==> src/rtl/i2c_pkg.sv <==
// rtl/i2c_pkg.sv - shared defaults and idle FSM encoding for the I2C line conditioner
package i2c_pkg;

    localparam int DEF_SYNC_STAGES   = 2;
    localparam int DEF_FILTER_CYCLES = 4;
    localparam int DEF_IDLE_CYCLES   = 1000;

    localparam logic [0:0] ST_BUSY = 1'b0;
    localparam logic [0:0] ST_IDLE = 1'b1;

endpackage

==> src/rtl/i2c_glitch_filter.sv <==
// rtl/i2c_glitch_filter.sv - synchroniser plus persistence filter for one open-drain line
module i2c_glitch_filter
    import i2c_pkg::*;
#(
    parameter int SYNC_STAGES   = DEF_SYNC_STAGES,
    parameter int FILTER_CYCLES = DEF_FILTER_CYCLES
) (
    input  logic clk,
    input  logic rst,
    input  logic raw,
    output logic filt,
    output logic glitch
);

    localparam int CW = $clog2(FILTER_CYCLES + 1);
    localparam logic [CW-1:0] CNT_LAST = CW'(FILTER_CYCLES - 1);

    logic [SYNC_STAGES-1:0] sync;
    logic [CW-1:0]          cnt;
    logic                   s;

    assign s = sync[SYNC_STAGES-1];

    // Synchroniser chain; idles high like the released bus.
    always_ff @(posedge clk) begin
        if (!rst) begin
            sync <= '1;
        end else begin
            sync <= {sync[SYNC_STAGES-2:0], raw};
        end
    end

    // Accept a new level only after it persists FILTER_CYCLES clocks; flag a spike that falls back early.
    always_ff @(posedge clk) begin
        if (!rst) begin
            filt   <= 1'b1;
            cnt    <= '0;
            glitch <= 1'b0;
        end else begin
            glitch <= 1'b0;
            if (s != filt) begin
                if (cnt == CNT_LAST) begin
                    filt <= s;
                    cnt  <= '0;
                end else begin
                    cnt <= cnt + 1'b1;
                end
            end else begin
                cnt    <= '0;
                glitch <= (cnt != '0);
            end
        end
    end

endmodule

==> src/rtl/i2c_line_conditioner.sv <==
// rtl/i2c_line_conditioner.sv - filtered SCL/SDA, START/STOP pulses and bus-idle tracking
module i2c_line_conditioner
    import i2c_pkg::*;
#(
    parameter int SYNC_STAGES   = DEF_SYNC_STAGES,
    parameter int FILTER_CYCLES = DEF_FILTER_CYCLES,
    parameter int IDLE_CYCLES   = DEF_IDLE_CYCLES
) (
    input  logic clk,
    input  logic rst,
    input  logic SCL_i,
    input  logic SDA_i,
    output logic SCL_f,
    output logic SDA_f,
    output logic start_p,
    output logic stop_p,
    output logic bus_idle,
    output logic glitch_p
);

    localparam int ICW = $clog2(IDLE_CYCLES + 1);
    localparam logic [ICW-1:0] IDLE_LIMIT = ICW'(IDLE_CYCLES);
    localparam logic [ICW-1:0] IDLE_LAST  = ICW'(IDLE_CYCLES - 1);

    logic           scl_glitch;
    logic           sda_glitch;
    logic           SCL_q;
    logic           SDA_q;
    logic [ICW-1:0] idle_cnt;
    logic [0:0]     state;
    logic           lines_high;
    logic           idle_reached;

    i2c_glitch_filter #(
        .SYNC_STAGES   (SYNC_STAGES),
        .FILTER_CYCLES (FILTER_CYCLES)
    ) u_scl_filter (
        .clk    (clk),
        .rst    (rst),
        .raw    (SCL_i),
        .filt   (SCL_f),
        .glitch (scl_glitch)
    );

    i2c_glitch_filter #(
        .SYNC_STAGES   (SYNC_STAGES),
        .FILTER_CYCLES (FILTER_CYCLES)
    ) u_sda_filter (
        .clk    (clk),
        .rst    (rst),
        .raw    (SDA_i),
        .filt   (SDA_f),
        .glitch (sda_glitch)
    );

    // Simultaneous spikes on both lines merge into one pulse.
    assign glitch_p = scl_glitch | sda_glitch;

    assign lines_high   = SCL_f & SDA_f;
    // The counter is about to reach IDLE_CYCLES on this clock (or already has).
    assign idle_reached = lines_high && (idle_cnt >= IDLE_LAST);

    // SDA edges while SCL stays high on both sides of the edge are START/STOP.
    always_ff @(posedge clk) begin
        if (!rst) begin
            SCL_q   <= 1'b1;
            SDA_q   <= 1'b1;
            start_p <= 1'b0;
            stop_p  <= 1'b0;
        end else begin
            SCL_q   <= SCL_f;
            SDA_q   <= SDA_f;
            start_p <= SCL_q & SCL_f & SDA_q & ~SDA_f;
            stop_p  <= SCL_q & SCL_f & ~SDA_q & SDA_f;
        end
    end

    // Saturating count of clocks with both lines released.
    always_ff @(posedge clk) begin
        if (!rst) begin
            idle_cnt <= '0;
        end else if (start_p || !lines_high) begin
            idle_cnt <= '0;
        end else if (idle_cnt != IDLE_LIMIT) begin
            idle_cnt <= idle_cnt + 1'b1;
        end
    end

    // Idle FSM: a STOP or a long quiet period frees the bus; START or SCL low claims it.
    always_ff @(posedge clk) begin
        if (!rst) begin
            state <= ST_BUSY;
        end else begin
            case (state)
                ST_BUSY: begin
                    if (stop_p || (idle_reached && !start_p)) begin
                        state <= ST_IDLE;
                    end
                end
                default: begin
                    if (start_p || !SCL_f) begin
                        state <= ST_BUSY;
                    end
                end
            endcase
        end
    end

    assign bus_idle = (state == ST_IDLE);

endmodule

==> config.mk <==
export PLATFORM = sky130hd
export DESIGN_NAME = i2c_line_conditioner
export DESIGN_NICKNAME = d
export VERILOG_FILES = /design/src/rtl/i2c_pkg.sv /design/src/rtl/i2c_glitch_filter.sv /design/src/rtl/i2c_line_conditioner.sv
export SDC_FILE = /design/constraint.sdc
export NUM_CORES = 1
export LEC_CHECK = 0
export ABC_AREA = 1
export CAP_MARGIN = 10
export CORE_MARGIN = 2
export CORE_UTILIZATION = 50
export CTS_BUF_LIST = sky130_fd_sc_hd__clkbuf_8
export CTS_CLUSTER_SIZE = 14
export DETAILED_ROUTE_END_ITERATION = 8
export MAX_ROUTING_LAYER = met4
export PLACE_DENSITY = 0.69
export SLEW_MARGIN = 5
export SYNTH_ARGS = -nofsm -noshare
export SYNTH_HDL_FRONTEND = slang
export SYNTH_SLANG_ARGS = --single-unit
export TNS_END_PERCENT = 30
==> constraint.sdc <==
create_clock -name clk -period 2.7 [get_ports clk]
set_input_delay 0.675 -clock clk [delete_from_list [all_inputs] [get_ports clk]]
set_output_delay 0.675 -clock clk [all_outputs]
set_load 0.02 [all_outputs]
# Word level (Yosys, flattened, before mapping)

Cells that the tools add are included.

Word-level logic and storage cells: 55
Output and inout port bits: 6
Bits of input ports: 4
Register bits: 29

$lt $le $gt $ge: 1
Mux-type cells: 3
Reductions and logical operators: 17
Bitwise operators: 12
Add/subtract/negate cells: 3
Eq/ne operators: 5

Operators with widths:

| operator              | number |
|---|---|
| $add 10x1->10 const B | 1 |
| $ge 10x10->1 const B  | 1 |
| $ne 10x10->1 const B  | 1 |
| $add 3x1->3 const B   | 2 |
| $and 1x1->1           | 6 |
| $eq 3x2->1 const B    | 2 |
| $reduce_bool 3->1     | 2 |
| $reduce_or 2->1       | 3 |
| $reduce_or 3->1       | 2 |
| $not 1->1             | 5 |
| $reduce_and 2->1      | 2 |
| $logic_not 1->1       | 3 |
| $logic_or 1x1->1      | 3 |
| $mux 1                | 3 |
| $logic_and 1x1->1     | 2 |
| $ne 1x1->1            | 2 |
| $or 1x1->1            | 1 |

# Longest topological paths before layout

Depth after elaboration: 6
Gate-level depth with buffers: 8
Depth with buffers taken out: 8

# Hierarchy

A second synthesis with hierarchy kept.

Cells, all modules: 161
Area total of the unflattened synthesis: 1288.7 um^2

By module, submodules not included:

| module               | area an instance (um^2) | instances | cells each | sequential area each (um^2) |
|---|---|---|---|---|
| i2c_line_conditioner | 725.7                   | 1         | 99         | 300.3 |
| i2c_glitch_filter    | 281.5                   | 2         | 31         | 140.1 |

# Least setup slack after synthesis

Ideal clock, no wire load.

Path kind: register -> output
Start point: register u_sda_filter.glitch
End point: output glitch_p
Buffers on the path: 0
Required time: 2.025 ns
Setup slack: 1.414 ns
Data arrival time: 0.611 ns
Stages on the path, launching flop included: 2
Cell sequence: dfxtp_1 or2_2

Cells in the longest elaborated chain, start to end: 1

Ends and longest elaborated chain:

| what                   | line                       | text |
|---|---|---|
| from (decl)            | i2c_glitch_filter.sv:12    | `output logic glitch` |
| from (signal assigned) | i2c_glitch_filter.sv:50    | `glitch <= (cnt != '0);` |
| $or 1x1->1             | i2c_line_conditioner.sv:57 | `assign glitch_p = scl_glitch \| sda_glitch;` |
| to (decl)              | i2c_line_conditioner.sv:18 | `output logic glitch_p` |

Every way passes these cells.

# Worst setup path in the final report

Ends and elaborated chain as after synthesis.

==> results.json <==
{
  "status": "finished, final reports clean",
  "regArea_um2": 581,
  "nNetsFinal": 175,
  "ios": 10,
  "avgRoutedWirePerCell_um": 10.8,
  "finalSetupTns_ps": 0,
  "viasPerCell": 4.88,
  "dpl_cell_area_um2": 1340,
  "final_core_util_pct": 64.7,
  "path_max_fanout": 1,
  "skew_ps": 3.38,
  "hpwl_mm": 1.58,
  "hold_viol_final": 0,
  "cts.sinks": 29,
  "ant_nets": 0,
  "num_vias": 937,
  "cts_max_path_buffers": 2,
  "grt_pass1_wl_mm": 3.50,
  "p_leak_nw": 0.637,
  "rows": 17,
  "crit_type": "reg -> out",
  "cts_root_buf": "clkbuf_8",
  "start_kind": "flip-flop",
  "maxCapViolCount": 0,
  "crit_path_max_incr_delay_ps": 540,
  "synth_top_area_share_pct": 47.4,
  "worst_ep_arrival_time_ps": 1390,
  "cts_resized": 0,
  "slew_headroom_pct": 84.9,
  "drive_above_1_share_pct": 15.9,
  "firstDrtPassIters": 4,
  "path_buf_inv": 1,
  "holdBufCountCts": 0,
  "die_w_um": 53.5,
  "multi_input_area_um2": 546,
  "track_usage_pct": 18.4,
  "ys_warn_count": 0,
  "rsz0062_at_grt": "no",
  "first_global_vias": 840,
  "holdCritStartpoint": "u_sda_filter.sync[0]",
  "ys_ff_latch": 29,
  "finalNonFillerCells": 192,
  "clk_latency_ps": 280,
  "path_cells": "or2_2 > clkdlybuf4s50_1",
  "core_um2": 2250,
  "antenna_found_initial": 0,
  "drc": 0,
  "fillers": 206,
  "path_delay_family": "buffers and inverters",
  "placed_cells": 184,
  "path_clk_slew_ps": 60,
  "fin_crit_sh_pct": 76.4,
  "cp_slowest_cell": "clkdlybuf4s50_1",
  "initial_core_util_pct": 54.3,
  "cts_buffers": 5,
  "netlist_area_um2": 1220,
  "fin_area_um2": 1460,
  "post-cts-setup-buffer-count": 0,
  "drt_iter0_markers": 32,
  "overflow": 0,
  "num_antenna_cells": 0,
  "setup_viol": 0,
  "worstMarginPinSlew_ps": 224,
  "die_h_um": 53.5,
  "synth_nets": 160,
  "synth.distinct_cells": 24,
  "port_buffers": 9,
  "hold_class": "reg -> reg",
  "fp.dieArea_um2": 2860,
  "grt_max_degree": 13,
  "gp_congestion": 0.808,
  "r2r-start": "idle_cnt[0]",
  "cts_tree": "done",
  "synth_top_area_cell": "dfxtp_1",
  "r2r_setup_slack_ps": 1420,
  "htree_levels": 2,
  "synthTopCellsByArea": "dfxtp_1 47%, ha_1 8.2%, nand2_1 7.1%",
  "fmax_mhz": 485,
  "syn_inst": 148,
  "whs_ps": 414,
  "syn_area_per_cell_um2": 8.27,
  "syn_to_final_growth_pct": 19.1,
  "routed_wirelength_mm": 2.08,
  "worstSetupEndpointType": "primary output",
  "p_per_area_nw_per_um2": 637,
  "yosysSeqAreaShare_pct": 47.4,
  "cp.required_ps": 2030,
  "ir_worst_vdd_mv": 0.787,
  "slew_viol_final": 0,
  "crit_path_start": "u_sda_filter.glitch",
  "final.min_clock_period_ps": 2060
}
==> flip-flops by register name, summed over array words and instances (netlist names) <==
signal,flops
SCL_q,1
SDA_q,1
bus_idle,1
idle_cnt,10
start_p,1
stop_p,1
u_scl_filter.cnt,3
u_scl_filter.filt,1
u_scl_filter.glitch,1
u_scl_filter.sync,2
u_sda_filter.cnt,3
u_sda_filter.filt,1
u_sda_filter.glitch,1
u_sda_filter.sync,2
==> final cells by class <==
class | count | share of cell area [%]
clock buffer | 6 | 5.67
clock inverter | 2 | 2.32
inverter | 24 | 6.18
multi-input combinational | 94 | 37.4
sequential | 29 | 39.8
tap | 28 | 2.40
timing repair buffer | 9 | 6.18
==> synth_stat cells, drive strengths merged <==
cell type  instances
a211oi             2
a21oi              9
a31oi              1
buf                1
dfxtp             29
ha                 8
inv               24
nand2             26
nand3              7
nand3b             1
nand4              2
nor2              22
nor3               2
nor4               1
o21ai              5
or2                5
xnor2              1
xor2               2
==> per-stage QoR <==
stage / total power [mW] / setup WS (ps)
6_report: 0.929 / 636
5_1_grt: 0.967 / 584
4_1_cts: 0.946 / 615
3_5_place_dp: 0.487 / 799
3_3_place_gp: 0.485 / 852
2_1_floorplan: 0.475 / 1410
==> routing by layer <==
layer | track usage, % | up-vias | share of wire (%) | wire length, um
met5 | - | - | 0 | 0
met3 | 8.47 | 2 | 5.3 | 111
met1 | 20.7 | 419 | 49 | 1020
met4 | 8.97 | 0 | 0.48 | 10
li1 | - | 495 | - | -
met2 | 27.4 | 21 | 45 | 936
==> cells by family (layout without fill, tap and decap cells) <==
| logic type | Yosys count | count (layout) | share of synthesized area (%) |
|---|---|---|---|
| adder cells (fa/ha/maj) | 8 | 8 | 8.18 |
| flip-flops | 29 | 29 | 47.4 |
| XOR/XNOR | 3 | 3 | 2.15 |
| AO/OA/AOI/OAI | 17 | 17 | 7.46 |
| AND/OR/NAND/NOR | 66 | 66 | 26.8 |
| buffers and inverters | 25 | 41 | 7.98 |
==> layout by cell type (no fill, tap or decap), types with 2 or more instances in the layout <==
| cell | count |
|---|---|
| a211oi_1 | 2 |
| a21oi_1 | 9 |
| clkbuf_8 | 6 |
| clkdlybuf4s50_1 | 9 |
| dfxtp_1 | 29 |
| ha_1 | 8 |
| inv_1 | 21 |
| inv_2 | 4 |
| nand2_1 | 23 |
| nand2_2 | 3 |
| nand3_1 | 6 |
| nand4_1 | 2 |
| nor2_1 | 19 |
| nor2_4 | 2 |
| o21ai_0 | 5 |
| or2_2 | 5 |
| xor2_1 | 2 |
==> where the power goes <==
part           internal, mW  switching [mW]
registers             0.436         0.00630
logic                0.0159          0.0191
clock network         0.296           0.155
total                 0.748           0.180
==> worst paths after layout <==
kind | endpoint | depth (start not counted)
setup / recovery | glitch_p | 2
hold / removal | u_sda_filter.sync[1] | 1
setup reg to reg | idle_cnt[8] | 5
hold reg to reg | u_sda_filter.sync[1] | 1
Note: power is estimated with default switching activity, not from simulation.
==> RTL change (config.mk and constraints unchanged) <==
`DEF_FILTER_CYCLES`: 4 -> 8.
--- a/src/rtl/i2c_pkg.sv
+++ b/src/rtl/i2c_pkg.sv
@@ -4,3 +4,3 @@
     localparam int DEF_SYNC_STAGES   = 2;
-    localparam int DEF_FILTER_CYCLES = 4;
+    localparam int DEF_FILTER_CYCLES = 8;
     localparam int DEF_IDLE_CYCLES   = 1000;
Function: changed (a bounded check fails within 10 cycles, from zero or initial values and one cycle with rst low).
==> RTL change against the unedited design <==
  * Total power down 8.9%
  * First-iteration DRC count fell by 41%
  * Sequential cell count is 2 higher
  * Worst setup slack worse by 0.010 ns
  * Sequential power increased by 8.1%
  * Final area grew 7.9%
  * Synthesized area is 12% higher
  * Count of clock-buffer cells in the layout down 1
  * Wire length is 13% higher
  * Clock power fell by 28%
  * Sequential share of layout area is 0.37 points lower
  * Largest power group is now registers
  * Highest routed layer unchanged
==> RTL change: results (changes against the unedited design) <==
| Metric | Value |
|---|---|
| Max rail drop VDD | `430.2 µV (was 787.2 µV)` |
| Vias in the first global route | `1,003 (was 840)` |
| Sequential share of the synthesized area | `45.34% (was 47.44%)` |
| Worst setup path start | `u_scl_filter.filt (was u_sda_filter.glitch)` |
| Crit-path max FO | `6 (was 1)` |
| Place WS | `0.8070 ns (was 0.7989 ns)` |
| Vias | `1,054 (was 937)` |
| XOR/XNOR share of the synthesized area | `3.839% (was 2.147%)` |
| Worst R2R Path Depth | `8 (was 5)` |
| FILL cells | `245 (was 206)` |
| Power Clock | `0.324 mW (was 0.451 mW)` |
| Grt met1 use | `23.95% (was 20.70%)` |
| Switching share of power | `21.98% (was 19.41%)` |
| Biggest regs | `idle_cnt x10, u_scl_filter.cnt x4, u_sda_filter.cnt x4 (was idle_cnt x10, u_scl_filter.cnt x3, u_sda_filter.cnt x3)` |
| Met3 usage | `4.147% (was 8.475%)` |
| Hold WS | `0.4058 ns (was 0.4135 ns)` |
| Outcome | `complete, no violations (unchanged)` |
| First-pass GRT wire length | `4.222 mm (was 3.498 mm)` |
| Global Route Usage Sum | `17.25% (was 18.37%)` |
| Area contributors post-synth | `dfxtp_1, nand2_1, nor2_1 (was dfxtp_1, ha_1, nand2_1)` |
| Multi-input gate area | `655.6 µm² (was 545.5 µm²)` |
| Proportion of layout cells with a drive suffix above 1 | `12.83% (was 15.85%)` |
| Synth Area in Adders | `5.484% (was 8.180%)` |
| Post-DP Area | `1491 µm² (was 1341 µm²)` |
| Synth cell count leaders | `nand2_1, dfxtp_1, nor2_1, inv_1, nand3_1 (was dfxtp_1, nand2_1, inv_1, nor2_1, a21oi_1)` |
| Routed vias/inst | `4.857 (was 4.880)` |
| Clock Skew | `0.005560 ns (was 0.003382 ns)` |
| Iteration-0 DRC Markers | `19 (was 32)` |
| Placed insts | `209 (was 184)` |
| Leak | `0.6453 nW (was 0.6374 nW)` |
| Grt met2 use | `24.54% (was 27.37%)` |
| CP max stage delay | `0.66 ns (was 0.54 ns)` |
| Post-synthesis compound-gate area fraction | `6.490% (was 7.464%)` |
RTL change: cell count changes after synthesis, moves of 4 or more:
cell,change
nand2_1,+13
a21oi_1,-6
nand3_1,+5
a21oi_2,+4
nor2_1,+4
or2_1,+4
RTL change: how the worst max path moves through the flow:
stage	end	slack, ns	depth (start not counted)
6_report	SCL_f	0.63	1
5_1_grt	SDA_f	0.57	1
4_1_cts	SCL_f	0.62	1
3_5_place_dp	idle_cnt[2]	0.81	5
3_3_place_gp	idle_cnt[4]	0.84	5
2_1_floorplan	glitch_p	1.41	1
RTL change: routing by layer:
layer | vias to the layer above | part of all wire, %
met2 | 15 | 44
li1 | 567 | -
met1 | 468 | 52
met5 | - | 0
met3 | 4 | 3.2
met4 | 0 | 1.2
RTL change: layout make-up:
class | instances | area share (%)
inverters | 22 | 5.569
well taps | 30 | 2.387
multi-input cells | 117 | 41.69
repair buffers | 9 | 5.728
clock inverters | 3 | 0.7955
flip-flops and latches | 31 | 39.46
clock buffers | 5 | 4.375
